File: src/rtl/rrf_alloc_ctrl_pkg.sv
// Shared sizing constants and small types for the rename register file allocator.
// Latency: n/a (declarations only).
// Backpressure: n/a.
package rrf_alloc_ctrl_pkg;

    localparam int RRF_ENT_NUM   = 64;
    localparam int RRF_ENT_SEL   = $clog2(RRF_ENT_NUM);
    localparam int RRF_OCC_WIDTH = RRF_ENT_SEL + 1;

    typedef logic [RRF_ENT_SEL-1:0]   rrf_tag_t;
    typedef logic [RRF_OCC_WIDTH-1:0] rrf_occ_t;
    typedef logic [1:0]               rrf_cnt_t;

    // Sum of two single-bit requests as a 0..2 count.
    function automatic rrf_cnt_t rrf_add2(input logic a, input logic b);
        return {1'b0, a} + {1'b0, b};
    endfunction

endpackage

File: src/rtl/rrf_alloc_ctrl_ptr_adv.sv
// Modulo-RRF_ENT_NUM pointer adder: nxt = ptr + inc (inc in 0..2).
// Latency: purely combinational.
// Backpressure: none; wrap relies on RRF_ENT_NUM being a power of two.
module rrf_ptr_adv
    import rrf_alloc_ctrl_pkg::*;
(
    input  rrf_tag_t ptr,
    input  rrf_cnt_t inc,
    output rrf_tag_t nxt
);

    // Natural truncation of the tag width performs the modulo wrap.
    assign nxt = ptr + rrf_tag_t'(inc);

endmodule

File: src/rtl/rrf_alloc_ctrl.sv
// RRF allocation/release controller: in-order circular buffer, 2 allocs + 2 commits per cycle, flush rewind.
// Latency: tags, stall and commit pointers combinational; pointer/occupancy updates visible after one clk edge.
// Backpressure: o_dp_stall when requests exceed free entries or during flush; allocation is all-or-nothing.
module rrf_alloc_ctrl
    import rrf_alloc_ctrl_pkg::*;
(
    input  logic                   clk,
    input  logic                   rst,
    input  logic                   i_dp_req_1,
    input  logic                   i_dp_req_2,
    output logic [RRF_ENT_SEL-1:0] o_dp_rrftag_1,
    output logic [RRF_ENT_SEL-1:0] o_dp_rrftag_2,
    output logic                   o_dp_stall,
    input  logic                   i_com_vld_1,
    input  logic                   i_com_vld_2,
    output logic [RRF_ENT_SEL-1:0] o_com_ptr_1,
    output logic [RRF_ENT_SEL-1:0] o_com_ptr_2,
    input  logic                   i_flush,
    input  logic [RRF_ENT_SEL-1:0] i_flush_rrfptr,
    output logic [RRF_ENT_SEL:0]   o_freenum,
    output logic                   o_rrf_empty
);

    rrf_tag_t alloc_ptr;
    rrf_tag_t com_ptr;
    rrf_occ_t occ;

    rrf_tag_t alloc_ptr_nxt;
    rrf_tag_t com_ptr_nxt;
    rrf_occ_t occ_nxt;

    rrf_cnt_t req_cnt;
    rrf_cnt_t alloc_cnt;
    rrf_cnt_t com_cnt;
    rrf_occ_t freenum;
    rrf_tag_t alloc_ptr_adv;
    rrf_tag_t flush_dist;

    assign req_cnt = rrf_add2(i_dp_req_1, i_dp_req_2);
    // Second commit only counts when the oldest entry also commits.
    assign com_cnt = rrf_add2(i_com_vld_1, i_com_vld_1 & i_com_vld_2);
    assign freenum = rrf_occ_t'(RRF_ENT_NUM) - occ;

    assign o_dp_stall  = (rrf_occ_t'(req_cnt) > freenum) | i_flush;
    assign alloc_cnt   = o_dp_stall ? 2'd0 : req_cnt;
    assign o_freenum   = freenum;
    assign o_rrf_empty = (occ == '0);

    assign o_dp_rrftag_1 = alloc_ptr;
    assign o_com_ptr_1   = com_ptr;

    // Slot 2 skips past slot 1's entry only when slot 1 actually requests.
    rrf_ptr_adv u_tag2_adv (
        .ptr (alloc_ptr),
        .inc ({1'b0, i_dp_req_1}),
        .nxt (o_dp_rrftag_2)
    );

    rrf_ptr_adv u_com2_adv (
        .ptr (com_ptr),
        .inc (2'd1),
        .nxt (o_com_ptr_2)
    );

    rrf_ptr_adv u_alloc_adv (
        .ptr (alloc_ptr),
        .inc (alloc_cnt),
        .nxt (alloc_ptr_adv)
    );

    rrf_ptr_adv u_com_adv (
        .ptr (com_ptr),
        .inc (com_cnt),
        .nxt (com_ptr_nxt)
    );

    // Entries surviving a flush: from the post-commit head up to the discard point.
    assign flush_dist = i_flush_rrfptr - com_ptr_nxt;

    // Next allocation pointer and occupancy; flush rewinds, otherwise net alloc minus commit.
    always_comb begin
        alloc_ptr_nxt = alloc_ptr_adv;
        occ_nxt       = occ + rrf_occ_t'(alloc_cnt) - rrf_occ_t'(com_cnt);
        if (i_flush) begin
            alloc_ptr_nxt = i_flush_rrfptr;
            occ_nxt       = {1'b0, flush_dist};
        end
    end

    // Pointer and occupancy state, cleared asynchronously.
    always_ff @(posedge clk or posedge rst) begin
        if (rst) begin
            alloc_ptr <= '0;
            com_ptr   <= '0;
            occ       <= '0;
        end else begin
            alloc_ptr <= alloc_ptr_nxt;
            com_ptr   <= com_ptr_nxt;
            occ       <= occ_nxt;
        end
    end

`ifndef SYNTHESIS
    a_com_order : assert property (@(posedge clk) disable iff (rst)
        i_com_vld_2 |-> i_com_vld_1);
    a_com_occ   : assert property (@(posedge clk) disable iff (rst)
        rrf_occ_t'(com_cnt) <= occ);
    a_flush_win : assert property (@(posedge clk) disable iff (rst)
        i_flush |-> (rrf_occ_t'(flush_dist) <= occ - rrf_occ_t'(com_cnt)));
`endif

endmodule

File: config.mk
export PLATFORM = sky130hd
export DESIGN_NAME = rrf_alloc_ctrl
export DESIGN_NICKNAME = d
export VERILOG_FILES = /design/src/rtl/rrf_alloc_ctrl_pkg.sv /design/src/rtl/rrf_alloc_ctrl_ptr_adv.sv /design/src/rtl/rrf_alloc_ctrl.sv
export SDC_FILE = /design/constraint.sdc
export NUM_CORES = 1
export LEC_CHECK = 0
export BUFFER_PORTS_ARGS = -buffer_cell sky130_fd_sc_hd__buf_4
export CAP_MARGIN = 30
export CORE_ASPECT_RATIO = 1.2
export CORE_MARGIN = 4
export CORE_UTILIZATION = 36
export DETAILED_ROUTE_END_ITERATION = 12
export PLACE_DENSITY = 0.65
export SETUP_SLACK_MARGIN = 0.4
export SKIP_LAST_GASP = 1
export SLEW_MARGIN = 20
export SYNTH_ARGS = -nofsm -noshare
export SYNTH_HDL_FRONTEND = slang
export SYNTH_HIERARCHICAL = 1
export SYNTH_SLANG_ARGS = --single-unit
File: constraint.sdc
create_clock -name clk -period 4.6 [get_ports clk]
set_clock_uncertainty 0.15 [all_clocks]
set_input_delay 1.38 -clock clk [delete_from_list [all_inputs] [get_ports clk]]
set_output_delay 1.38 -clock clk [all_outputs]
set_load 0.01 [all_outputs]
==> results.cfg, run 1 <==
[clock_network]
clk_pin_slew_worst_paths_ps = 70
cts_made_buffers = 3
cts_tree = yes
clkLatencyLatePin_ps = 260
cts_max_level = 1
cts_root_buffer = clkbuf_8
cts_sinks = 19
cts.path.max_buffers = 2

[worst_setup_path]
cpPeakStageDelay_ps = 530
cp-start-kind = input pin
path_cells = buf_6 > ha_4 > inv_2 > ha_4 > a2111oi_4 > a31oi_2 > nand2_1 > fa_1 > inv_2 > fa_2 > a21oi_2 > o21bai_2 > nand2_2 > nor4_2 > or4_1
path_class = in2reg
cp.required_ps = 4580
slowest_stage = fa_1
arrival_ps = 4300
crit_buf_inv = 3
critPathCaptureType = register
critPathMaxFanout = 4
crit_family = adder cells

[place]
gp_congestion = 0.835
port_buffers = 45
dp_hpwl_um = 3210
dp.cells = 307

[sta]
finalCriticalPeriod_ps = 4320
holdWs_ps = 433
drv_slew = 0
min_period_over_period_pct = 94.0
fmax_mhz = 231
rsz0062_at_grt = yes
max_slew_margin_pct = 49.8
hold_viol = 0
tns_ps = 0
setup_viol = 0
worst_slew_pin_slew_ps = 753

[floorplanning]
die_w_um = 72.7
die_area_mm2 = 0.00622
die_y_um = 85.6
coreArea_mm2 = 0.00490
start_util_pct = 36.9
rows = 28
ios = 46

[global_route]
antenna_found_initial = 0
grt_max_degree = 20
grt_overflow = 0
track_usage_pct = 13.7
grt_pass1_wl_um = 6780
grt_pass1_vias = 1493

[routing]
vias = 1469
drt_iter0_drc = 46
route.detailed.drc = 0
first_pass_iters = 4
drtAntennaViolNets = 0
viasPerCell = 4.68
routed_wl_um = 3880
post_drt_wl_per_cell_um = 12.4

[logic_synthesis]
synthXorXnorAreaFrac_pct = 13.6
synthAdderAreaFrac_pct = 26.4
synth_compound_area_share_pct = 9.97
syn_area_mm2 = 0.00181
ys_seq_area_share_pct = 26.3
syn_inst = 192
avgSynthCellArea_um2 = 9.42
synth_top_family_by_area = adder cells
synthMuxAreaShare_pct = 3.74
synthSimpleGateAreaFrac_pct = 13.4
ys.flop_type = dfrtp_1
synth_edf_count = 0
ys_ff_latch = 19
ys_warn_count = 6
async_flop_share_pct = 100
ys_types = 35

[final_layout]
area_delta_synth_final_pct = 36.8
fin_nets = 302
regArea_um2 = 475
fill_cells = 476
fin_cells = 314
fin_util_pct = 50.4
antenna_cells = 0
multi_input_comb_area_mm2 = 0.00134
drive_above_1_share_pct = 33.9

[flow_run]
cap_violations = 0

[status]
status = finished, final reports clean

[power_and_ir_drop]
peakVddDrop_uv = 254
powerDensity_mw_per_mm2 = 707
p_total_mw = 1.75
leakage_nw = 1.21

[worst_hold_path]
hp-class = reg2reg
cell type report:
cell class	instances	area share (%)
timing repair buffer	57	17.8
inverter	27	4.10
clock buffer	4	1.82
multi-input combinational	147	54.1
sequential	19	19.2
tap	60	3.03
worst reg2reg max path: stages (launching register included):
cell and delay, ps:
dfrtp_1 470, inv_1 70, ha_1 310, inv_1 110, ha_4 230, a21oi_4 160, a2111oi_4 50, a31oi_2 280
nand2_1 110, fa_1 530, inv_2 50, fa_2 360, a21oi_2 140, o21bai_2 80, nand2_2 90, nor4_2 40
or4_1 520
Yosys cell counts (2+ instances only):
cell type	instances	area share [%]
nor3_1	3	0.83
nand3_1	5	1.4
fa_1	7	7.8
o21ai_0	7	1.9
a31oi_1	2	0.69
inv_1	27	5.6
nand4_1	4	1.4
a21oi_1	6	1.7
nand2_1	18	3.7
ha_1	27	19
nor4_1	2	0.69
conb_1	2	0.42
xnor2_1	22	11
nor2b_1	2	0.69
xor2_1	6	2.9
mux2_2	6	3.7
dfrtp_1	19	26
and2_1	3	1.0
nor2_1	3	0.62
a21o_1	6	2.5
where the power goes:
group          leakage (nW)  switching (mW)  internal (mW)
combinational         0.965           0.622          0.665
sequential            0.225           0.105          0.239
clock                0.0228          0.0557         0.0616
per-stage QoR:
step | area [um2] | setup WS (ps)
2_1_floorplan | 1870 | 152
3_3_place_gp | 2340 | -30.6
3_5_place_dp | 2340 | -98.1
4_1_cts | 2440 | 297
5_1_grt | 2470 | 148
6_report | 2470 | 276
routing by layer:
| layer | GRT usage, % | up-vias | wire [um] |
|---|---|---|---|
| li1 | - | 763 | - |
| met1 | 17.3 | 680 | 1670 |
| met2 | 24.0 | 21 | 2050 |
| met3 | 1.52 | 5 | 108 |
| met4 | 4.53 | 0 | 57 |
| met5 | 0 | - | 0 |
path summary, 6_finish.rpt:
path	startpoint	to	cells past startpoint	slack, ps
hold / removal	o_com_ptr_1[5]	o_com_ptr_1[5]	1	430
setup / recovery	i_dp_req_1	occ[6]	15	280
setup reg to reg	occ[0]	occ[6]	16	700
max in group asynchronous	rst	o_com_ptr_1[1]	2	2720
hold reg to reg	o_com_ptr_1[5]	o_com_ptr_1[5]	1	430
min in group asynchronous	rst	o_dp_rrftag_1[2]	2	1100
registers in the layout, indices dropped and copies added, names as in the netlist:
name and flops:
o_com_ptr_1 6, o_dp_rrftag_1 6, occ 7
placed cells by master, fill, tap and decap left out, drive strengths merged:
cell type | Yosys | final
ha | 27 | 27
nand2 | 18 | 18
mux2 | 6 | 6
a21o | 6 | 6
or4 | 1 | 1
nor4bb | 1 | 1
dfrtp | 19 | 19
o21ai | 7 | 7
nor3 | 3 | 3
a31oi | 2 | 2
or3 | 1 | 1
o21a | 1 | 1
o211ai | 1 | 1
and3 | 1 | 1
fa | 7 | 7
nor3b | 1 | 1
xnor2 | 22 | 22
nor2 | 3 | 3
nor4b | 1 | 1
nand3 | 5 | 5
inv | 27 | 27
and2 | 3 | 3
nand4 | 4 | 4
buf | 1 | 57
nand3b | 1 | 1
conb | 2 | 5
xor2 | 6 | 6
nor2b | 2 | 2
a31o | 1 | 1
o31ai | 1 | 1
a21oi | 6 | 6
clkbuf | 1 | 4
a2111oi | 1 | 1
o21bai | 1 | 1
nor4 | 2 | 2
cells by family (layout without fill, tap and decap cells):
kind of cell    after synthesis  count (layout)
buf+inv                      29              88
other cells                   2               5
simple gates                 47              47
flops                        19              19
xor+xnor                     28              28
mux                           6               6
compound gates               27              27
fa+ha+maj                    34              34
what timing repair did:
item                                    CTS  global route
endpoints found under the setup margin    4             6
setup buffers                             2             1
pin swaps                                 6            13
hold buffers                              0             0
resized for setup                         7             6
(Power assumes the default switching activity.)
==> run 2: changes to the inputs <==
--- a/config.mk
+++ b/config.mk
@@ -8,7 +8,6 @@
 export BUFFER_PORTS_ARGS = -buffer_cell sky130_fd_sc_hd__buf_4
 export CAP_MARGIN = 30
 export CORE_ASPECT_RATIO = 1.2
-export CORE_MARGIN = 4
 export CORE_UTILIZATION = 36
 export DETAILED_ROUTE_END_ITERATION = 12
 export PLACE_DENSITY = 0.65
==> results.cfg, run 2 (synthesis gave the netlist of run 1 again) <==
[clock_network]
cts_tree = yes
clkLatencyLatePin_ps = 250
cts_sinks = 19
cts_max_level = 1
cts_made_buffers = 3
clk_pin_slew_worst_paths_ps = 70
cts_root_buffer = clkbuf_8
cts.path.max_buffers = 2

[worst_setup_path]
endpoint = occ[6]
rrSetupSlack_ps = 730
r2r.worst_path.cells = 16
critPathCaptureType = register
crit_buf_inv = 3
path_class = in2reg
cp-startpoint = i_dp_req_1
arrival_ps = 4280
slowest_stage = fa_1
regToRegEndpoint = occ[6]
cp.required_ps = 4570
cp-start-kind = input pin
crit_family = adder cells
cp.depth = 15
r2r-start = occ[0]
cpPeakStageDelay_ps = 560
crit_top_cell = ha_4
path_cells = buf_8 > ha_4 > inv_4 > ha_4 > a2111oi_4 > a31oi_2 > nand2_1 > fa_1 > inv_2 > fa_2 > a21oi_2 > o21bai_2 > nand2_2 > nor4_2 > or4_1
critPathMaxFanout = 3

[place]
placed_area_mm2 = 0.00231
port_buffers = 45
dp.cells = 301
pre_cts_slack_ps = -45.3
gp_congestion = 0.767
dp_hpwl_um = 3160

[floorplanning]
start_util_pct = 38.5
coreArea_mm2 = 0.00470
rows = 27
ios = 46
die_w_um = 66.7
die_area_mm2 = 0.00531
die_y_um = 79.6

[sta]
rsz0062_at_grt = yes
timing.final.ws_setup_ps = 294
min_period_over_period_pct = 93.6
max_slew_margin_pct = 51.0
fmax_mhz = 232
hold_viol = 0
finalCriticalPeriod_ps = 4310
holdWs_ps = 429
worst_slew_pin_slew_ps = 734
drv_slew = 0
setup_viol = 0

[global_route]
grt_max_degree = 20
grt_pass1_wl_um = 6590
grt_pass1_vias = 1474
track_usage_pct = 16.0
grt_overflow = 0
antenna_found_initial = 0

[status]
status = finished, final reports clean

[routing]
vias = 1490
viasPerCell = 4.81
first_pass_iters = 4
post_drt_wl_per_cell_um = 12.7
drtAntennaViolNets = 0
route.detailed.drc = 0
routed_wl_um = 3930
drt_iter0_drc = 47

[final_layout]
fin_nets = 300
antenna_cells = 0
final_common_cell = buf_4
area_delta_synth_final_pct = 35.1
fin_area_mm2 = 0.00244
drive_above_1_share_pct = 32.1
largest_reg_flops = 7
mostFrequentLayoutCells = buf_4, ha_1, inv_1
fin_cells = 310
top_register = occ

[flow_run]
cap_violations = 0

[worst_hold_path]
hp-class = reg2reg

[power_and_ir_drop]
p_sw_share_pct = 44.8
power.share.combinational_pct = 74.1
p_seq_share_pct = 19.5
power.switching_mw = 0.789
p_total_mw = 1.76
peakVddDrop_uv = 316
leakage_nw = 1.21
intPower_mw = 0.973
powerDensity_mw_per_mm2 = 721
pwr-share-clk_pct = 6.4
[run 2: cell types whose count changed in the layout (fill, tap and decap cells not counted)]
cell | previous run | this run
buf_4 | 54 | 52
buf_6 | 3 | 2
buf_8 | 0 | 1
fa_1 | 5 | 6
fa_2 | 2 | 1
ha_1 | 23 | 24
ha_4 | 4 | 3
inv_2 | 4 | 3
inv_4 | 0 | 1
nand3_1 | 4 | 5
nand3_2 | 1 | 0
o21ai_0 | 6 | 5
o21ai_1 | 1 | 2
[run 2: layout make-up]
class,count,area [um2]
fill,457,2250
multi-input combinational,147,1320
sequential,19,475
timing repair buffer,55,428
inverter,27,104
tap,58,72.6
clock buffer,4,45.0
[run 2: worst min-delay path by stage]
stage / start / endpoint / slack [ps] / depth (start not counted)
floorplan: o_com_ptr_1[5] / o_com_ptr_1[5] / 430 / 1
global placement: o_com_ptr_1[5] / o_com_ptr_1[5] / 430 / 1
detailed placement: o_com_ptr_1[5] / o_com_ptr_1[5] / 420 / 1
CTS: o_com_ptr_1[5] / o_com_ptr_1[5] / 430 / 1
global route: o_com_ptr_1[5] / o_com_ptr_1[5] / 470 / 1
finish: o_com_ptr_1[5] / o_com_ptr_1[5] / 430 / 1
[run 2: metrics by stage]
step	util, %	setup TNS, ps
2_1_floorplan	-	0
3_5_place_dp	49.1	-45.3
5_1_grt	52.0	0
4_1_cts	51.5	0
6_report	52.0	0
3_3_place_gp	49.1	0
[run 2: routing by layer]
layer / vias to the layer above / track usage, % / wire length (um)
met5: - / 0 / 0
li1: 758 / - / -
met1: 697 / 21.2 / 1770
met4: 0 / 4.26 / 48
met3: 4 / 1.57 / 120
met2: 31 / 27.2 / 1990
[run 2: what timing repair did]
| item | in CTS | in global routing |
|---|---|---|
| gates resized for setup | 7 | 5 |
| hold buffers | 0 | 0 |
| setup buffers | 4 | 1 |
| pin swaps | 12 | 13 |
| endpoints found under the setup margin | 3 | 5 |
[run 2: power by group through the flow]
stage / combinational (mW) / sequential, mW / clock, mW
3_3_place_gp: 1.21 / 0.347 / 0
2_1_floorplan: 0.804 / 0.342 / 0
6_report: 1.31 / 0.343 / 0.112
4_1_cts: 1.28 / 0.345 / 0.119
5_1_grt: 1.45 / 0.360 / 0.129
3_5_place_dp: 1.22 / 0.346 / 0
[run 2: worst register-to-register path: cells and delay by family, from the launching register on]
family | cells | cell delay [ps]
adder cells (fa/ha/maj) | 4 | 1450
AO/OA/AOI/OAI | 5 | 740
AND/OR/NAND/NOR | 4 | 720
flip-flops | 1 | 480
buffers and inverters | 3 | 220
